### src/rtl/tl45_register_read.sv
// Operand-fetch stage: register file, operand forwarding, execute input buffer.
// Latency: 1 cycle from decode fields to the registered o_* buffer.
// Backpressure: holds on execute stall, zeroes on flush, inserts a one-cycle bubble on load-use.
module tl45_register_read #(
  parameter logic [4:0] OP_LW = 5'h14
) (
  input  logic        i_clk,
  input  logic        i_reset,
  input  logic        i_pipe_stall,
  input  logic        i_pipe_flush,
  output logic        o_pipe_stall,
  output logic        o_pipe_flush,
  input  logic [4:0]  i_opcode,
  input  logic [3:0]  i_dr,
  input  logic [3:0]  i_sr1,
  input  logic [3:0]  i_sr2,
  input  logic [31:0] i_imm,
  input  logic        i_imm_sel,
  input  logic [3:0]  i_jmp_cond,
  input  logic [31:0] i_pc,
  input  logic [3:0]  i_of1_reg,
  input  logic [31:0] i_of1_val,
  input  logic [3:0]  i_of2_reg,
  input  logic [31:0] i_of2_val,
  input  logic [3:0]  i_wr_reg,
  input  logic [31:0] i_wr_val,
  output logic [4:0]  o_opcode,
  output logic [3:0]  o_dr,
  output logic [3:0]  o_jmp_cond,
  output logic [31:0] o_sr1_val,
  output logic [31:0] o_sr2_val,
  output logic [31:0] o_target_offset,
  output logic [31:0] o_pc
);

  // r0 is hardwired to zero, so only r1..r15 are storage.
  logic [31:0] rf_q [1:15];

  logic [4:0]  opcode_q, opcode_d;
  logic [3:0]  dr_q, dr_d;
  logic [3:0]  jmp_cond_q, jmp_cond_d;
  logic [31:0] sr1_val_q, sr1_val_d;
  logic [31:0] sr2_val_q, sr2_val_d;
  logic [31:0] target_offset_q, target_offset_d;
  logic [31:0] pc_q, pc_d;

  logic [31:0] rf_sr1, rf_sr2;
  logic [31:0] sr1_res, sr2_res;
  logic        hz;

  // Freshest-source priority: ALU forward, memory forward, writeback, register file.
  // A port naming r0 never matches because sr==0 is resolved first.
  function automatic logic [31:0] resolve(
    input logic [3:0]  sr,
    input logic [3:0]  of1_reg, input logic [31:0] of1_val,
    input logic [3:0]  of2_reg, input logic [31:0] of2_val,
    input logic [3:0]  wr_reg,  input logic [31:0] wr_val,
    input logic [31:0] rf_val
  );
    logic [31:0] v;
    if (sr == 4'd0)           v = 32'd0;
    else if (sr == of1_reg)   v = of1_val;
    else if (sr == of2_reg)   v = of2_val;
    else if (sr == wr_reg)    v = wr_val;
    else                      v = rf_val;
    return v;
  endfunction

  // Register file write port; writes to r0 are dropped by the != 0 test.
  always_ff @(posedge i_clk or posedge i_reset) begin
    if (i_reset) begin
      for (int i = 1; i < 16; i++) rf_q[i] <= 32'd0;
    end else if (i_wr_reg != 4'd0) begin
      rf_q[i_wr_reg] <= i_wr_val;
    end
  end

  // Raw register file reads, re-evaluated every cycle so a held instruction sees new data.
  always_comb begin
    rf_sr1 = 32'd0;
    rf_sr2 = 32'd0;
    if (i_sr1 != 4'd0) rf_sr1 = rf_q[i_sr1];
    if (i_sr2 != 4'd0) rf_sr2 = rf_q[i_sr2];
  end

  // Operand resolution and load-use detection against the load currently in the buffer.
  always_comb begin
    sr1_res = resolve(i_sr1, i_of1_reg, i_of1_val, i_of2_reg, i_of2_val, i_wr_reg, i_wr_val, rf_sr1);
    sr2_res = resolve(i_sr2, i_of1_reg, i_of1_val, i_of2_reg, i_of2_val, i_wr_reg, i_wr_val, rf_sr2);
    hz = (opcode_q == OP_LW) && (dr_q != 4'd0) &&
         ((dr_q == i_sr1) || (!i_imm_sel && (dr_q == i_sr2)));
  end

  assign o_pipe_stall = i_pipe_stall || (hz && !i_pipe_flush);
  assign o_pipe_flush = i_pipe_flush;

  // Buffer next state: flush beats stall, stall beats the load-use bubble.
  always_comb begin
    opcode_d        = i_opcode;
    dr_d            = i_dr;
    jmp_cond_d      = i_jmp_cond;
    sr1_val_d       = sr1_res;
    sr2_val_d       = i_imm_sel ? i_imm : sr2_res;
    target_offset_d = i_imm;
    pc_d            = i_pc;
    if (i_pipe_flush || (!i_pipe_stall && hz)) begin
      opcode_d        = 5'd0;
      dr_d            = 4'd0;
      jmp_cond_d      = 4'd0;
      sr1_val_d       = 32'd0;
      sr2_val_d       = 32'd0;
      target_offset_d = 32'd0;
      pc_d            = 32'd0;
    end else if (i_pipe_stall) begin
      opcode_d        = opcode_q;
      dr_d            = dr_q;
      jmp_cond_d      = jmp_cond_q;
      sr1_val_d       = sr1_val_q;
      sr2_val_d       = sr2_val_q;
      target_offset_d = target_offset_q;
      pc_d            = pc_q;
    end
  end

  // Execute-stage input buffer.
  always_ff @(posedge i_clk or posedge i_reset) begin
    if (i_reset) begin
      opcode_q        <= 5'd0;
      dr_q            <= 4'd0;
      jmp_cond_q      <= 4'd0;
      sr1_val_q       <= 32'd0;
      sr2_val_q       <= 32'd0;
      target_offset_q <= 32'd0;
      pc_q            <= 32'd0;
    end else begin
      opcode_q        <= opcode_d;
      dr_q            <= dr_d;
      jmp_cond_q      <= jmp_cond_d;
      sr1_val_q       <= sr1_val_d;
      sr2_val_q       <= sr2_val_d;
      target_offset_q <= target_offset_d;
      pc_q            <= pc_d;
    end
  end

  assign o_opcode        = opcode_q;
  assign o_dr            = dr_q;
  assign o_jmp_cond      = jmp_cond_q;
  assign o_sr1_val       = sr1_val_q;
  assign o_sr2_val       = sr2_val_q;
  assign o_target_offset = target_offset_q;
  assign o_pc            = pc_q;

endmodule

### config.mk
export PLATFORM = sky130hd
export DESIGN_NAME = tl45_register_read
export DESIGN_NICKNAME = d
export VERILOG_FILES = /design/src/rtl/tl45_register_read.sv
export SDC_FILE = /design/constraint.sdc
export NUM_CORES = 2
export LEC_CHECK = 0
export CORE_MARGIN = 5
export CORE_UTILIZATION = 62
export DETAILED_ROUTE_END_ITERATION = 16
export GPL_TIMING_DRIVEN = 1
export PLACE_DENSITY = 0.85
export SLEW_MARGIN = 20
export SYNTH_ARGS = -nofsm -noshare
export SYNTH_HDL_FRONTEND = slang
export SYNTH_SLANG_ARGS = --single-unit
### constraint.sdc
create_clock -name i_clk -period 39 [get_ports i_clk]
set_clock_uncertainty 0.05 [all_clocks]
set_input_delay 7.8 -clock i_clk [delete_from_list [all_inputs] [get_ports i_clk]]
set_output_delay 7.8 -clock i_clk [all_outputs]
set_load 0.01 [all_outputs]
==> results.tsv <==
metric	value	unit
CP startpoint	i_sr1[1]	
Highest Clock Rate	56.0	MHz
Critical Path AT	10.00	ns
Worst Setup EP	o_pipe_stall	
Pleak	16.1	nW
biggest cell delay along the critical path	0.58	ns
vias	26200	
r2r startpoint	o_dr[1]	
Worst Hold Class	reg -> reg	
Critical Path RT	31.15	ns
Max Cap Viol	0	
nets	3005	
Synth Instances	2617	
Seq/Total Area, Yosys	0.468	
drt pass-1 iters	6	
CTS max path bufs	3	
pre-CTS setup slack	21.26	ns
P_sw	0.566	mW
Crit path buffers/inverters	3	
number of clock sinks	621	
setup violators final	0	
commonest non-fill, non-tap cell in the layout	mux2_2	
HPWL after DPL	66.9	mm
post-synth cell types	50	
Total Power Consumption	1.94	mW
area grow syn2layout	16.9	%
Synth area leaders	dfrtp_1 (47%), mux2_2 (22%), mux2i_1 (6.8%)	
delay-heaviest family, CP	buffers and inverters	
GRT Overall Usage	0.372	
Tcrit/Tclk final	0.458	
DRC errors left	0	
fin. max-slew vios	0	
worst hold slack	0.443	ns
Port Buffer Count	340	
top cell type by total area after synthesis	dfrtp_1	
wire length per cell	31.4	µm
routed wire length	111	mm
P per Cell Area	50.0	mW/mm²
setup ws final	21.15	ns
logic gate share of total power	0.225	
min Tclk post-route	17.85	ns
total grt overflow	0	
total CTS buffers	68	
hold path depth	2	
CP Max Fanout	42	
worst-margin pin slew	1.20	ns
Final ANT Viol Nets	0	
CTS H-tree depth	3	
r2r endpoint	o_sr1_val[24]	
most frequent cells in the layout	mux2_2 (641), dfrtp_1 (621), clkdlybuf4s50_1 (333)	
Synth Flop Type	dfrtp_1	
Netlist Area Pre-Place	0.0332	mm²
CP max-delay cell	buf_4	
r2r worst-path depth	6	
layout cells sized above 1	0.309	
Post-CTS Setup Bufs	0	
Via density	7.38	
Initial DRC Count	3403	
Post-synth EDFFs	0	
starting density of the core	0.629	
clock power share	0.330	
root buffer cell	clkbuf_16	
Syn. warnings	0	
RSZ-0062 raised after global routing	false	
Yosys reg bits	621	
outcome	complete, no violations	
Slew HR	0.199	
flop2flop setup slack	35.79	ns
worst skew pair latency	0.62	ns
Levels on crit path	7	
Die Span Y	241	µm
Final Hold Fails	0	
CTS tree	built	
post_cts resized	0	
Clock Pin Slew Worst Setup and Hold Paths	0.06	ns
Seq pwr share	0.445	
initial antenna violation count	6	
die area	0.0583	mm²
Startpoint Class	input pin	
WS Path Type	in -> out	
# fillers	3269	
switching fraction of total power	0.292	
Worst setup EP type	primary output	
vias in the first global route	26700	
largest net degree at the start of global routing	118	
Peak VDD IR	37.7	µV
row count	84	
RePlAce Congestion	0.876	
# IOs	341	
first-pass GRT wire length	166	mm
Mapped Nets	2815	
final setup TNS	0	ns
hold_buf cts	0	
overall die width	241	µm
top-area cell type share of the netlist area	0.468	
cell-internal power	1.37	mW
Synth async-reset ratio	1.00	
worst-path cell chain	buf_2 -> buf_4 -> xor2_1 -> nor4_2 -> a22oi_4 -> o21bai_1 -> clkdlybuf4s50_1	
mean post-synth cell area	12.7	µm²
core area	0.0528	mm²
how the worst min path moves through the flow:
stage	end	from
5_1_grt	o_target_offset[8]	o_target_offset[8]
2_1_floorplan	rf_q[414]	rf_q[414]
3_5_place_dp	o_sr2_val[5]	o_sr2_val[5]
4_1_cts	o_sr2_val[5]	o_sr2_val[5]
3_3_place_gp	o_sr1_val[7]	o_sr1_val[7]
6_report	o_sr2_val[5]	o_sr2_val[5]
power by group through the flow:
stage | sequential, mW | clock, mW | combinational [mW]
after floorplan | 0.843 | 0 | 0.298
after global placement | 0.852 | 0 | 0.408
after detailed placement | 0.866 | 0 | 0.425
after CTS | 0.857 | 0.641 | 0.430
after global routing | 0.874 | 0.671 | 0.464
final | 0.863 | 0.640 | 0.436
worst reg2reg max path: stages, from the launching register on:
cell     delay (ns)
dfrtp_1        0.46
nor4_1         0.36
nor3_1         0.14
a22oi_4        0.20
buf_4          0.55
o311a_2        1.05
a32o_1         0.33
per-stage QoR:
stage           util  instance area (µm²)  instances
2_1_floorplan      -                33200       2617
3_3_place_gp   0.693                36600       3424
3_5_place_dp   0.694                36600       3425
4_1_cts        0.735                38800       3545
5_1_grt        0.735                38800       3548
6_report       0.736                38800       3549
layer usage:
metal / track usage / vias up / wire [µm]
met2: 0.567 / 1996 / 49800
met4: 0.214 / 2 / 7400
met5: 0 / - / 12
met1: 0.481 / 13200 / 40800
met3: 0.104 / 472 / 13400
li1: - / 10500 / -
sequential cells by signal, indices dropped and copies added, names as in the netlist:
name,count
rf_q,480
o_sr2_val,32
o_jmp_cond,4
o_pc,32
o_opcode,5
o_sr1_val,32
o_dr,4
o_target_offset,32
cell usage after synthesis, types with 34 or more instances:
master,number
mux2_2,641
dfrtp_1,621
mux2i_1,224
clkbuf_1,140
a22oi_1,95
a22o_1,77
buf_2,74
a221oi_1,64
o22ai_1,64
a21oi_1,63
nand2b_1,39
nor2_1,38
nor3_1,38
buf_4,36
nand3_1,34
logic make-up (layout without fill, tap and decap cells):
kind of cell / after synthesis / in the layout / synth area share
multiplexers: 896 / 896 / 0.306
flip-flops: 621 / 621 / 0.468
AO/OA/AOI/OAI: 593 / 593 / 0.141
buffers and inverters: 285 / 525 / 0.0441
AND/OR/NAND/NOR: 190 / 190 / 0.0323
XOR/XNOR: 32 / 32 / 0.00844
other: 0 / 4 / 0
cell type report:
cell class,count,area [µm²],share of cell area
multi-input combinational,1711,16300,0.420
inverter,1,11.3,0.000290
timing repair buffer,404,3900,0.100
antenna,4,10.0,0.000258
clock buffer,103,2020,0.0522
clock inverter,17,169,0.00435
tap,688,861,0.0222
sequential,621,15500,0.400
Note: power is estimated with default switching activity, not from simulation.
